[config.mk]
export PLATFORM = sky130hd
export DESIGN_NAME = alu_seq_unit
export DESIGN_NICKNAME = d
export VERILOG_FILES = /design/src/rtl/alu_seq_unit.sv
export SDC_FILE = /design/constraint.sdc
export NUM_CORES = 1
export LEC_CHECK = 0
export CAP_MARGIN = 25
export CORE_MARGIN = 2
export CORE_UTILIZATION = 35
export CTS_CLUSTER_DIAMETER = 80
export DETAILED_ROUTE_END_ITERATION = 16
export PLACE_DENSITY_LB_ADDON = 0.3
export SKIP_CTS_REPAIR_TIMING = 1
export SYNTH_ARGS = -nofsm -noshare
export SYNTH_HDL_FRONTEND = slang
export SYNTH_SLANG_ARGS = --single-unit
[constraint.sdc]
create_clock -name Clock -period 4.7 [get_ports Clock]
set_clock_uncertainty 0.1 [all_clocks]
set_input_delay 0.94 -clock Clock [delete_from_list [all_inputs] [get_ports Clock]]
set_output_delay 0.94 -clock Clock [all_outputs]
set_load 0.01 [all_outputs]
[src/rtl/alu_seq_unit.sv]
// Sequential ALU with Z/C/V/N flag register.
// Non-shift ops complete in one cycle; shifts move one bit per cycle.
module alu_seq_unit #(
    parameter int WIDTH   = 16,
    parameter int SHIFT_W = $clog2(WIDTH)
) (
    input  logic               Clock,
    input  logic               nReset,
    input  logic               Start,
    input  logic [3:0]         Fn,
    input  logic [WIDTH-1:0]   A,
    input  logic [WIDTH-1:0]   B,
    input  logic [SHIFT_W-1:0] ShAmt,
    input  logic               Flush,
    input  logic               FlagsWe,
    input  logic [3:0]         FlagsIn,
    output logic [WIDTH-1:0]   Result,
    output logic [3:0]         Flags,
    output logic               Busy,
    output logic               Done
);

    localparam int FLAGS_Z = 0;
    localparam int FLAGS_C = 1;
    localparam int FLAGS_V = 2;
    localparam int FLAGS_N = 3;

    typedef enum logic [3:0] {
        FN_NOP = 4'd0,
        FN_ACC = 4'd1,
        FN_ADC = 4'd2,
        FN_MEM = 4'd3,
        FN_IMM = 4'd4,
        FN_ADD = 4'd5,
        FN_SUB = 4'd6,
        FN_AND = 4'd7,
        FN_OR  = 4'd8,
        FN_NOT = 4'd9,
        FN_LSL = 4'd10,
        FN_LSR = 4'd11,
        FN_ASR = 4'd12,
        FN_XOR = 4'd13,
        FN_SUC = 4'd14,
        FN_RSV = 4'd15
    } alu_fn_e;

    typedef enum logic [1:0] {
        S_IDLE,
        S_EXEC,
        S_SHIFT
    } state_e;

    state_e             state_q;
    alu_fn_e            fn_q;
    logic [WIDTH-1:0]   a_q;
    logic [WIDTH-1:0]   b_q;
    logic               cin_q;
    logic [WIDTH-1:0]   sh_q;
    logic [SHIFT_W-1:0] cnt_q;
    logic [WIDTH-1:0]   result_q;
    logic [3:0]         flags_q;
    logic               busy_q;
    logic               done_q;

    logic               start_ok;
    logic               in_is_sh;
    logic               go_sh;
    logic               cmp_c;
    logic [WIDTH-1:0]   bx;
    logic               ci;
    logic [WIDTH:0]     sum;
    logic [WIDTH-1:0]   sh_nx;
    logic               sh_out;
    logic [WIDTH-1:0]   res_c;
    logic [3:0]         val_c;
    logic [3:0]         msk_c;
    logic [3:0]         fl_base;
    logic [3:0]         flags_d;

    // Start acceptance: Flush always wins, Busy blocks new work
    always_comb begin
        start_ok = Start && !busy_q && !Flush;
        in_is_sh = (Fn == FN_LSL) || (Fn == FN_LSR) || (Fn == FN_ASR);
        go_sh    = start_ok && in_is_sh && (ShAmt != '0);
    end

    // One-bit shift step of the working register
    always_comb begin
        sh_nx  = sh_q;
        sh_out = 1'b0;
        case (fn_q)
            FN_LSL: begin
                sh_nx  = {sh_q[WIDTH-2:0], 1'b0};
                sh_out = sh_q[WIDTH-1];
            end
            FN_LSR: begin
                sh_nx  = {1'b0, sh_q[WIDTH-1:1]};
                sh_out = sh_q[0];
            end
            FN_ASR: begin
                sh_nx  = {sh_q[WIDTH-1], sh_q[WIDTH-1:1]};
                sh_out = sh_q[0];
            end
            default: begin
                sh_nx  = sh_q;
                sh_out = 1'b0;
            end
        endcase
    end

    // Completion result and flag update mask for the op in flight
    always_comb begin
        bx    = ((fn_q == FN_SUB) || (fn_q == FN_SUC)) ? ~b_q : b_q;
        ci    = 1'b0;
        if (fn_q == FN_SUB)
            ci = 1'b1;
        else if ((fn_q == FN_ADC) || (fn_q == FN_SUC))
            ci = cin_q;
        sum   = {1'b0, a_q} + {1'b0, bx} + {{WIDTH{1'b0}}, ci};
        res_c = result_q;
        val_c = 4'b0000;
        msk_c = 4'b0000;
        case (fn_q)
            FN_ACC: res_c = a_q;
            FN_MEM, FN_IMM: res_c = b_q;
            FN_ADD, FN_ADC, FN_SUB, FN_SUC: begin
                res_c          = sum[WIDTH-1:0];
                val_c[FLAGS_C] = sum[WIDTH];
                val_c[FLAGS_V] = (a_q[WIDTH-1] == bx[WIDTH-1]) &&
                                 (sum[WIDTH-1] != a_q[WIDTH-1]);
                msk_c          = 4'b1111;
            end
            FN_AND: begin
                res_c = a_q & b_q;
                msk_c = 4'b1101;
            end
            FN_OR: begin
                res_c = a_q | b_q;
                msk_c = 4'b1101;
            end
            FN_XOR: begin
                res_c = a_q ^ b_q;
                msk_c = 4'b1101;
            end
            FN_NOT: begin
                res_c = ~a_q;
                msk_c = 4'b1101;
            end
            FN_LSL, FN_LSR, FN_ASR: begin
                res_c = a_q;
                msk_c = 4'b1101;
            end
            default: begin
                res_c = result_q;
                msk_c = 4'b0000;
            end
        endcase
        if (state_q == S_SHIFT) begin
            res_c          = sh_nx;
            val_c[FLAGS_C] = sh_out;
            val_c[FLAGS_V] = 1'b0;
            msk_c          = 4'b1111;
        end
        val_c[FLAGS_Z] = (res_c == '0);
        val_c[FLAGS_N] = res_c[WIDTH-1];
        cmp_c = !Flush &&
                ((state_q == S_EXEC) ||
                 ((state_q == S_SHIFT) && (cnt_q == SHIFT_W'(1))));
        if (!cmp_c)
            msk_c = 4'b0000;
        fl_base = (FlagsWe && !busy_q) ? FlagsIn : flags_q;
        flags_d = (fl_base & ~msk_c) | (val_c & msk_c);
    end

    // Control FSM with registered Result/Flags/Busy/Done
    always_ff @(posedge Clock or negedge nReset) begin
        if (!nReset) begin
            state_q  <= S_IDLE;
            fn_q     <= FN_NOP;
            a_q      <= '0;
            b_q      <= '0;
            cin_q    <= 1'b0;
            sh_q     <= '0;
            cnt_q    <= '0;
            result_q <= '0;
            flags_q  <= 4'b0000;
            busy_q   <= 1'b0;
            done_q   <= 1'b0;
        end else begin
            done_q  <= 1'b0;
            flags_q <= flags_d;
            if (cmp_c) begin
                result_q <= res_c;
                done_q   <= 1'b1;
            end
            case (state_q)
                S_SHIFT: begin
                    if (Flush) begin
                        state_q <= S_IDLE;
                        busy_q  <= 1'b0;
                        cnt_q   <= '0;
                    end else begin
                        sh_q  <= sh_nx;
                        cnt_q <= cnt_q - SHIFT_W'(1);
                        if (cnt_q == SHIFT_W'(1)) begin
                            state_q <= S_IDLE;
                            busy_q  <= 1'b0;
                        end
                    end
                end
                default: begin
                    if (start_ok) begin
                        fn_q  <= alu_fn_e'(Fn);
                        a_q   <= A;
                        b_q   <= B;
                        cin_q <= flags_q[FLAGS_C];
                        if (go_sh) begin
                            state_q <= S_SHIFT;
                            busy_q  <= 1'b1;
                            cnt_q   <= ShAmt;
                            sh_q    <= A;
                        end else begin
                            state_q <= S_EXEC;
                        end
                    end else begin
                        state_q <= S_IDLE;
                    end
                end
            endcase
        end
    end

    assign Result = result_q;
    assign Flags  = flags_q;
    assign Busy   = busy_q;
    assign Done   = done_q;

endmodule

Yosys cells after proc, flatten, opt, wreduce, memory -nomap -nowiden. Index checks and enable logic that the tools add are counted.

Muxes and demuxes: 32. Bitwise logic cells: 10. $add $sub $neg: 3. Reduce and logical (&&, ||, !) cells: 28. Equal/unequal tests: 24.

Operator list (number): 16-bit one-hot mux with 7 select lines (1); 16-bit two-way mux (6); 16-bit one-hot mux with 3 select lines (1); 4-bit equality test, second input constant (10); 16-bit inverter (2); 4-bit two-way mux (7); 16-bit by 16-bit adder with 17-bit output (1); 17-bit by 1-bit adder with 17-bit output (1); 16-bit bitwise AND (1); 4-bit by 3-bit equality test with 1-bit output, second input constant (4); 16-bit logical NOT (1); 16-bit OR (1); 16-bit bitwise XOR (1); 2-bit two-way mux (7); 4-bit bitwise AND (2); 4-bit by 1-bit equality test with 1-bit output, second input constant (2); 4-bit by 2-bit equality test with 1-bit output, second input constant (2); 1-bit logical AND (8); 1-bit two-way mux (8); 4-bit one-hot mux with 2 select lines (1); 4-bit OR reduction (2); 7-bit OR reduction (1); 3-bit AND reduction (2); 1-bit logical OR (5); 16 further kinds (20).

Register bits: 81. Output and inout port bits: 22.

Longest topological paths before layout. Gate-level depths: netlist of the first run.

Word-level depth: 11. Gate-level depth with buffers: 20. Mapped depth without buffers: 15.

Least setup slack after synthesis of the first run. Ideal clock, no wire load.

Path type: reg2reg. Start: register fn_q[2]. End: register (tool-made name). Arrival time: 4677 ps. Path slack: -180 ps. Setup time: 104 ps. Path buffers: 5. Required time: 4496 ps. Cell stages (with the launch flop): 19. Path through: dfrtp_1 -> buf_2 -> buf_6 -> buf_6 -> clkbuf_1 -> clkbuf_1 -> nand2_1 -> xnor2_1 -> fa_1 -> fa_1 -> a21o_1 -> a221oi_4 -> xnor2_1 -> a221oi_1 -> a311o_1 -> nand4bb_1 -> or4b_1 -> or4_1 -> o41ai_2.

RTL lines: start, declared (line 54) `alu_fn_e fn_q;`; start signal, assigned (line 213) `fn_q <= alu_fn_e'(Fn);`.

==> results of run 1 <==
[cells in the final DEF (no fill, tap or decap), types with 24 or more instances in the layout]
cell type        instances
o21ai_0                 68
a21oi_1                 56
nor2_1                  40
nand2_1                 90
mux2_2                  43
inv_1                   41
clkdlybuf4s50_1         69
ha_1                    49
xnor2_1                 24
dfrtp_1                 81
[sequential cells by signal, summed over array words and instances (netlist names), named ones only]
signal	flops
Busy	1
Done	1
Result	16
a_q	16
b_q	16
cin_q	1
cnt_q	4
fn_q	4
sh_q	16
state_q	2
[power by group through the flow]
stage          clock network [mW]  registers [mW]  logic (mW)
2_1_floorplan                   0            1.39        3.32
3_3_place_gp                    0            1.54        4.43
3_5_place_dp                    0            1.53        4.47
4_1_cts                     0.779            1.52        4.50
5_1_grt                     0.804            1.58        5.01
6_report                    0.764            1.54        4.57
[worst paths after layout]
kind / from / endpoint
hold reg to reg: Result[2] / Result[2]
min in group asynchronous: nReset / b_q[8]
setup / recovery: fn_q[0] / flip-flop
max in group asynchronous: nReset / Result[0]
setup reg to reg: fn_q[0] / flip-flop
hold / removal: Result[2] / Result[2]
[metal layers]
layer	wire, um	vias up	GRT usage
li1	-	2907	-
met1	9630	3015	0.302
met2	9910	289	0.352
met3	1500	65	0.0333
met4	989	0	0.105
met5	0	-	0
[per-stage QoR]
stage / utilization / cells / worst slack, ns / total power, mW / hold slack [ns]
3_5_place_dp: 0.403 / 1045 / 0.316 / 6.00 / 0.401
5_1_grt: 0.421 / 1063 / 0.0605 / 7.40 / 0.452
4_1_cts: 0.420 / 1061 / 0.256 / 6.80 / 0.417
2_1_floorplan: - / 770 / 0.00164 / 4.71 / 0.391
6_report: 0.421 / 1063 / 0.256 / 6.87 / 0.409
3_3_place_gp: 0.403 / 1045 / 0.468 / 5.97 / 0.398
[area by class of cell]
cell class | count | share of cell area
clock buffer | 10 | 0.0303
clock inverter | 6 | 0.00936
inverter | 43 | 0.0205
multi-input combinational | 599 | 0.536
sequential | 81 | 0.257
tap | 234 | 0.0371
timing repair buffer | 90 | 0.109
[worst register-to-register path, cell delays in order (launching register included)]
cell,delay (ns)
dfrtp_1,0.39
nor2b_1,0.27
nand2_2,0.11
xnor2_1,0.15
fa_1,0.46
fa_1,0.42
a21o_1,0.23
a221oi_4,0.31
xnor2_1,0.10
a221oi_1,0.28
a311o_1,0.18
nand4bb_1,0.09
or4b_1,0.55
or4_1,0.46
o41ai_2,0.25
[cells by family (layout without fill, tap and decap cells)]
logic type,after synthesis,after routing
DFF,81,81
muxes,60,60
and+or+nand+nor,212,212
xor gates and xnor gates,32,32
buffers and inverters,90,149
adders and majority gates,51,51
AOI/OAI and AO/OA,244,244
==> run_results.csv, run 1 <==
group,metric,value,unit
outcome,status,"completed",
placed_design,dp_hpwl,16.3,mm
layout,diodes,0,
layout,multiInputGateArea,4230,um^2
worst_setup_path,cp.depth,14,
power_and_ir_drop,clkPwrFrac,0.111,
layout,layout-drive-gt1-share,0.116,
min_path,hold_path_class,"flip-flop to flip-flop",
power_and_ir_drop,vdd_drop_max,0.386,mV
floorplanning,rows,50,
sta,slew_violations,0,
detailed_routing,wire_per_inst,20.7,um
power_and_ir_drop,switching_power,3.45,mW
logic_synthesis,ys_types,78,
worst_setup_path,cp_num_buf_inv,0,
global_route,grt_pass1_wl,34.6,mm
cts,cts-root-buf,"clkbuf_16",
worst_setup_path,cpPeakStageDelay,0.55,ns
worst_setup_path,worst-setup-path-type,"flip-flop to flip-flop",
floorplanning,die_h,142,um
cts,cts.path.max_buffers,2,
detailed_routing,drt-total-wl,22.0,mm
logic_synthesis,synth_cells,770,
floorplanning,io_pins,71,
worst_setup_path,crit_family,"simple AND/OR/NAND/NOR gates",
worst_setup_path,required,4.85,ns
detailed_routing,drtAntennaViolNets,0,
worst_setup_path,critPathCaptureType,"flip-flop",
logic_synthesis,syn_nets,870,
sta,fmax,0.225,GHz
sta,timing.slew.headroom,0.368,
layout,syn_to_final_growth,18.2,%
worst_setup_path,worstPathCellList,"nor2b_1, nand2_2, xnor2_1, fa_1, fa_1, a21o_1, a221oi_4, xnor2_1, a221oi_1, a311o_1, nand4bb_1, or4b_1, or4_1, o41ai_2",
power_and_ir_drop,p_seq_frac,0.224,
cts,numCtsBuffers,9,
logic_synthesis,synth-async-reset-ratio,1.00,
worst_setup_path,startpoint_type,"flip-flop",
logic_synthesis,synthXorXnorAreaFrac,0.0420,
logic_synthesis,synth_fa_ha_area_frac,0.0979,
global_route,grt_util_all_layers,0.223,
sta,grt_setup_unrepaired,"no",
worst_setup_path,crit_arrival,4.60,ns
cts,h-tree-depth,3,
logic_synthesis,syn_avg_cell_area,8.66,um^2
logic_synthesis,synth-seq-cells,81,
sta,setup_tns,0,ns
sta,post-route-period-util,0.946,
layout,final_cell_area,7880,um^2
worst_setup_path,crit_fanout,4,
logic_synthesis,synth_most_common_cell,"nand2_1",
logic_synthesis,ys_top_cells_by_area,"dfrtp_1 30%, ha_1 9.2%, mux2_2 7.3%",
placed_design,globalplace.congestion,0.967,
cts,cts_tree,"yes",
detailed_routing,drt_first_pass_iters,5,
layout,register_area,2030,um^2
logic_synthesis,synth_edf_count,0,
placed_design,placed_cell_area,7540,um^2
layout,n_fill_cell,1825,
power_and_ir_drop,power_leakage,3.39,nW
worst_setup_path,rrSetupSlack,0.26,ns
logic_synthesis,yosys_most_used_dff,"dfrtp_1",
floorplanning,die_area,20200,um^2
sta,setup_viol,0,
floorplanning,start_util,0.357,
logic_synthesis,synth_top_cells_by_count,"92 x nand2_1, 81 x dfrtp_1, 68 x o21ai_0",
min_path,hold_depth,2,
logic_synthesis,muxShareOfSynthArea,0.0981,
cts,cts.sinks,81,
placed_design,io_buffers,70,
detailed_routing,drc,0,
detailed_routing,route.vias.total,6276,
sta,worst_pin_slew,0.948,ns
logic_synthesis,syn_area,6670,um^2
detailed_routing,drtIter0Drc,664,
power_and_ir_drop,power_frac_comb,0.665,
global_route,overflow,0,
power_and_ir_drop,p_per_area,872,nW/um^2
layout,nNetsFinal,924,
cts,path_clk_slew,0.07,ns
logic_synthesis,synth_top_cell_area_share,0.304,
logic_synthesis,synth-compound-area-share,0.245,
logic_synthesis,seq_area_frac_synth,0.304,
global_route,grt_max_degree,48,
logic_synthesis,yosysTopAreaCell,"dfrtp_1",
detailed_routing,viasPerCell,5.90,
floorplanning,die_width,142,um
global_route,grt_antenna_before_repair,0,
logic_synthesis,synth-warning-count,0,
logic_synthesis,synth_top_family_by_area,"compound AO/OA/AOI/OAI gates",
global_route,grt_pass1_vias,6061,
power_and_ir_drop,internal_power,3.42,mW
worst_setup_path,slowest_stage,"or4b_1",
power_and_ir_drop,swShare,0.502,
cts,clkLatencyLatePin,0.36,ns
sta,hold_viol,0,
job,maxCapViolCount,0,
sta,period_minus_slack,4.44,ns
worst_setup_path,r2r_cells,14,
logic_synthesis,synth-simple-area-share,0.150,
floorplanning,core-area,18700,um^2
Note: power is estimated with default switching activity, not from simulation.
==> run 2, diff against run 1 <==
--- a/config.mk
+++ b/config.mk
@@ -11,6 +11,7 @@
 export CTS_CLUSTER_DIAMETER = 80
 export DETAILED_ROUTE_END_ITERATION = 16
 export PLACE_DENSITY_LB_ADDON = 0.3
+export RECOVER_POWER = 25
 export SKIP_CTS_REPAIR_TIMING = 1
 export SYNTH_ARGS = -nofsm -noshare
 export SYNTH_HDL_FRONTEND = slang
==> run 2 against run 1 <==
- the run now ends with max-capacitance violations, max-slew violations left
- clock-buffer cell count is the same
- clock power is essentially flat
- design area is essentially flat
- utilization is essentially flat
- die area is the same
- worst setup slack is the same
- flip-flop and latch count is the same
- highest routed layer unchanged
==> run_results.csv, run 2 (synthesis gave the netlist of run 1 again) <==
group,metric,value,unit
min_path,hold_path_class,"flip-flop to flip-flop",
cts,clkLatencyLatePin,0.36,ns
global_route,grt_antenna_before_repair,0,
floorplanning,start_util,0.357,
sta,slew_violations,41,
sta,timing.slew.headroom,-0.575,
layout,n_fill_cell,1826,
detailed_routing,drt_first_pass_iters,5,
power_and_ir_drop,clkPwrFrac,0.111,
floorplanning,die_h,142,um
worst_setup_path,critPathCaptureType,"flip-flop",
layout,diodes,0,
global_route,overflow,0,
global_route,grt_max_degree,48,
global_route,grt_util_all_layers,0.223,
min_path,hold_depth,2,
detailed_routing,drtAntennaViolNets,0,
detailed_routing,wire_per_inst,20.7,um
outcome,violations,"max-capacitance violations, max-slew violations",
layout,final_cell_mix,"90 x nand2_1, 81 x dfrtp_1, 69 x clkdlybuf4s50_1",
layout,layout-drive-gt1-share,0.115,
layout,layout_commonest_cell,"nand2_1",
sta,fmax,0.225,GHz
power_and_ir_drop,internal_power,3.42,mW
placed_design,io_buffers,70,
layout,fin_util,0.421,
global_route,met1_usage,0.302,
sta,post-route-period-util,0.946,
floorplanning,die_area,20200,um^2
sta,hold_viol,0,
cts,cts.path.max_buffers,2,
sta,worst_pin_slew,2.36,ns
power_and_ir_drop,switching_power,3.45,mW
global_route,grt_pass1_vias,6061,
floorplanning,rows,50,
worst_setup_path,required,4.85,ns
detailed_routing,viasPerCell,5.90,
floorplanning,core-area,18700,um^2
worst_setup_path,r2r_cells,14,
cts,h-tree-depth,3,
sta,setup_tns,0,ns
detailed_routing,drc,0,
power_and_ir_drop,swShare,0.502,
floorplanning,io_pins,71,
cts,path_clk_slew,0.07,ns
layout,nNetsFinal,924,
power_and_ir_drop,p_seq_frac,0.224,
worst_setup_path,rrSetupSlack,0.26,ns
sta,setup_viol,0,
power_and_ir_drop,power_leakage,3.39,nW
job,maxCapViolCount,1,
placed_design,globalplace.congestion,0.967,
worst_setup_path,crit_fanout,4,
cts,cts_tree,"yes",
floorplanning,die_width,142,um
outcome,status,"complete, but fails checks",
power_and_ir_drop,p_per_area,872,nW/um^2
min_path,hp-start,"Result[2]",
layout,syn_to_final_growth,18.1,%
cts,cts.sinks,81,
detailed_routing,route.vias.total,6276,
detailed_routing,drtIter0Drc,665,
min_path,min_to,"Result[2]",
global_route,grt_use_met2,0.352,
cts,numCtsBuffers,9,
worst_setup_path,startpoint_type,"flip-flop",
cts,cts-root-buf,"clkbuf_16",
global_route,busiest_layer,"met2",
power_and_ir_drop,vdd_drop_max,0.386,mV
worst_setup_path,rr_startpoint,"fn_q[0]",
global_route,grt_use_met3,0.0333,
global_route,grt_pass1_wl,34.6,mm
worst_setup_path,worst-setup-path-type,"flip-flop to flip-flop",
worst_setup_path,crit_arrival,4.60,ns
sta,grt_setup_unrepaired,"no",
detailed_routing,drt-total-wl,22.0,mm
sta,period_minus_slack,4.44,ns
power_and_ir_drop,power_frac_comb,0.665,
placed_design,dp_hpwl,16.3,mm
==> run 2: changes by cell type in the layout (fill, tap and decap cells not counted), sizes merged <==
cell	previous run	this run
buf	21	19
clkbuf	10	12
==> run 2: worst max-delay path, stage by stage, from the launching register on <==
cell and delay [ns]:
dfrtp_1 0.39, nor2b_1 0.27, nand2_2 0.11, xnor2_1 0.15, fa_1 0.46, fa_1 0.42, a21o_1 0.23, a221oi_4 0.31
xnor2_1 0.10, a221oi_1 0.28, a311o_1 0.18, nand4bb_1 0.09, or4b_1 0.55, or4_1 0.46, o41ai_2 0.25
==> run 2: how the worst max path moves through the flow <==
| stage | startpoint | end | slack, ns | depth (start not counted) |
|---|---|---|---|---|
| CTS | fn_q[0] | flip-flop | 0.26 | 14 |
| global route | fn_q[1] | flip-flop | 0.06 | 14 |
| detailed placement | fn_q[0] | flip-flop | 0.32 | 14 |
| global placement | fn_q[0] | flip-flop | 0.47 | 14 |
| finish | fn_q[0] | flip-flop | 0.26 | 14 |
| floorplan | fn_q[2] | flip-flop | 0.002 | 18 |
==> run 2: power by group through the flow <==
| stage | clock, mW | combinational [mW] | sequential, mW |
|---|---|---|---|
| final | 0.765 | 4.57 | 1.54 |
| after global routing | 0.804 | 5.01 | 1.58 |
| after CTS | 0.779 | 4.50 | 1.52 |
| after detailed placement | 0 | 4.47 | 1.53 |
| after global placement | 0 | 4.43 | 1.54 |
| after floorplan | 0 | 3.32 | 1.39 |
==> run 2: cell type report <==
class	instances	area, um^2	area share
well taps	234	293	0.0372
multi-input cells	599	4230	0.537
inverters	43	161	0.0205
clock inverters	6	73.8	0.00937
clock buffers	10	239	0.0303
repair buffers	90	855	0.108
flip-flops and latches	81	2030	0.257
==> run 2: through the flow <==
| stage | hold slack [ns] | power (mW) | std cells | cell area [um^2] | setup slack (ns) |
|---|---|---|---|---|---|
| finish | 0.409 | 6.87 | 1063 | 7880 | 0.256 |
| global placement | 0.398 | 5.97 | 1045 | 7540 | 0.468 |
| floorplan | 0.391 | 4.71 | 770 | 6670 | 0.00164 |
| global route | 0.452 | 7.40 | 1063 | 7880 | 0.0605 |
| detailed placement | 0.401 | 6.00 | 1045 | 7540 | 0.316 |
| CTS | 0.417 | 6.80 | 1061 | 7860 | 0.256 |
==> run 2: routing by layer <==
metal  share of wire  vias up  routed length (um)
met4           0.045        0                 989
met5               0        -                   0
met3           0.068       65                1490
li1                -     2907                   -
met2            0.45      286                9910
met1            0.44     3018                9640
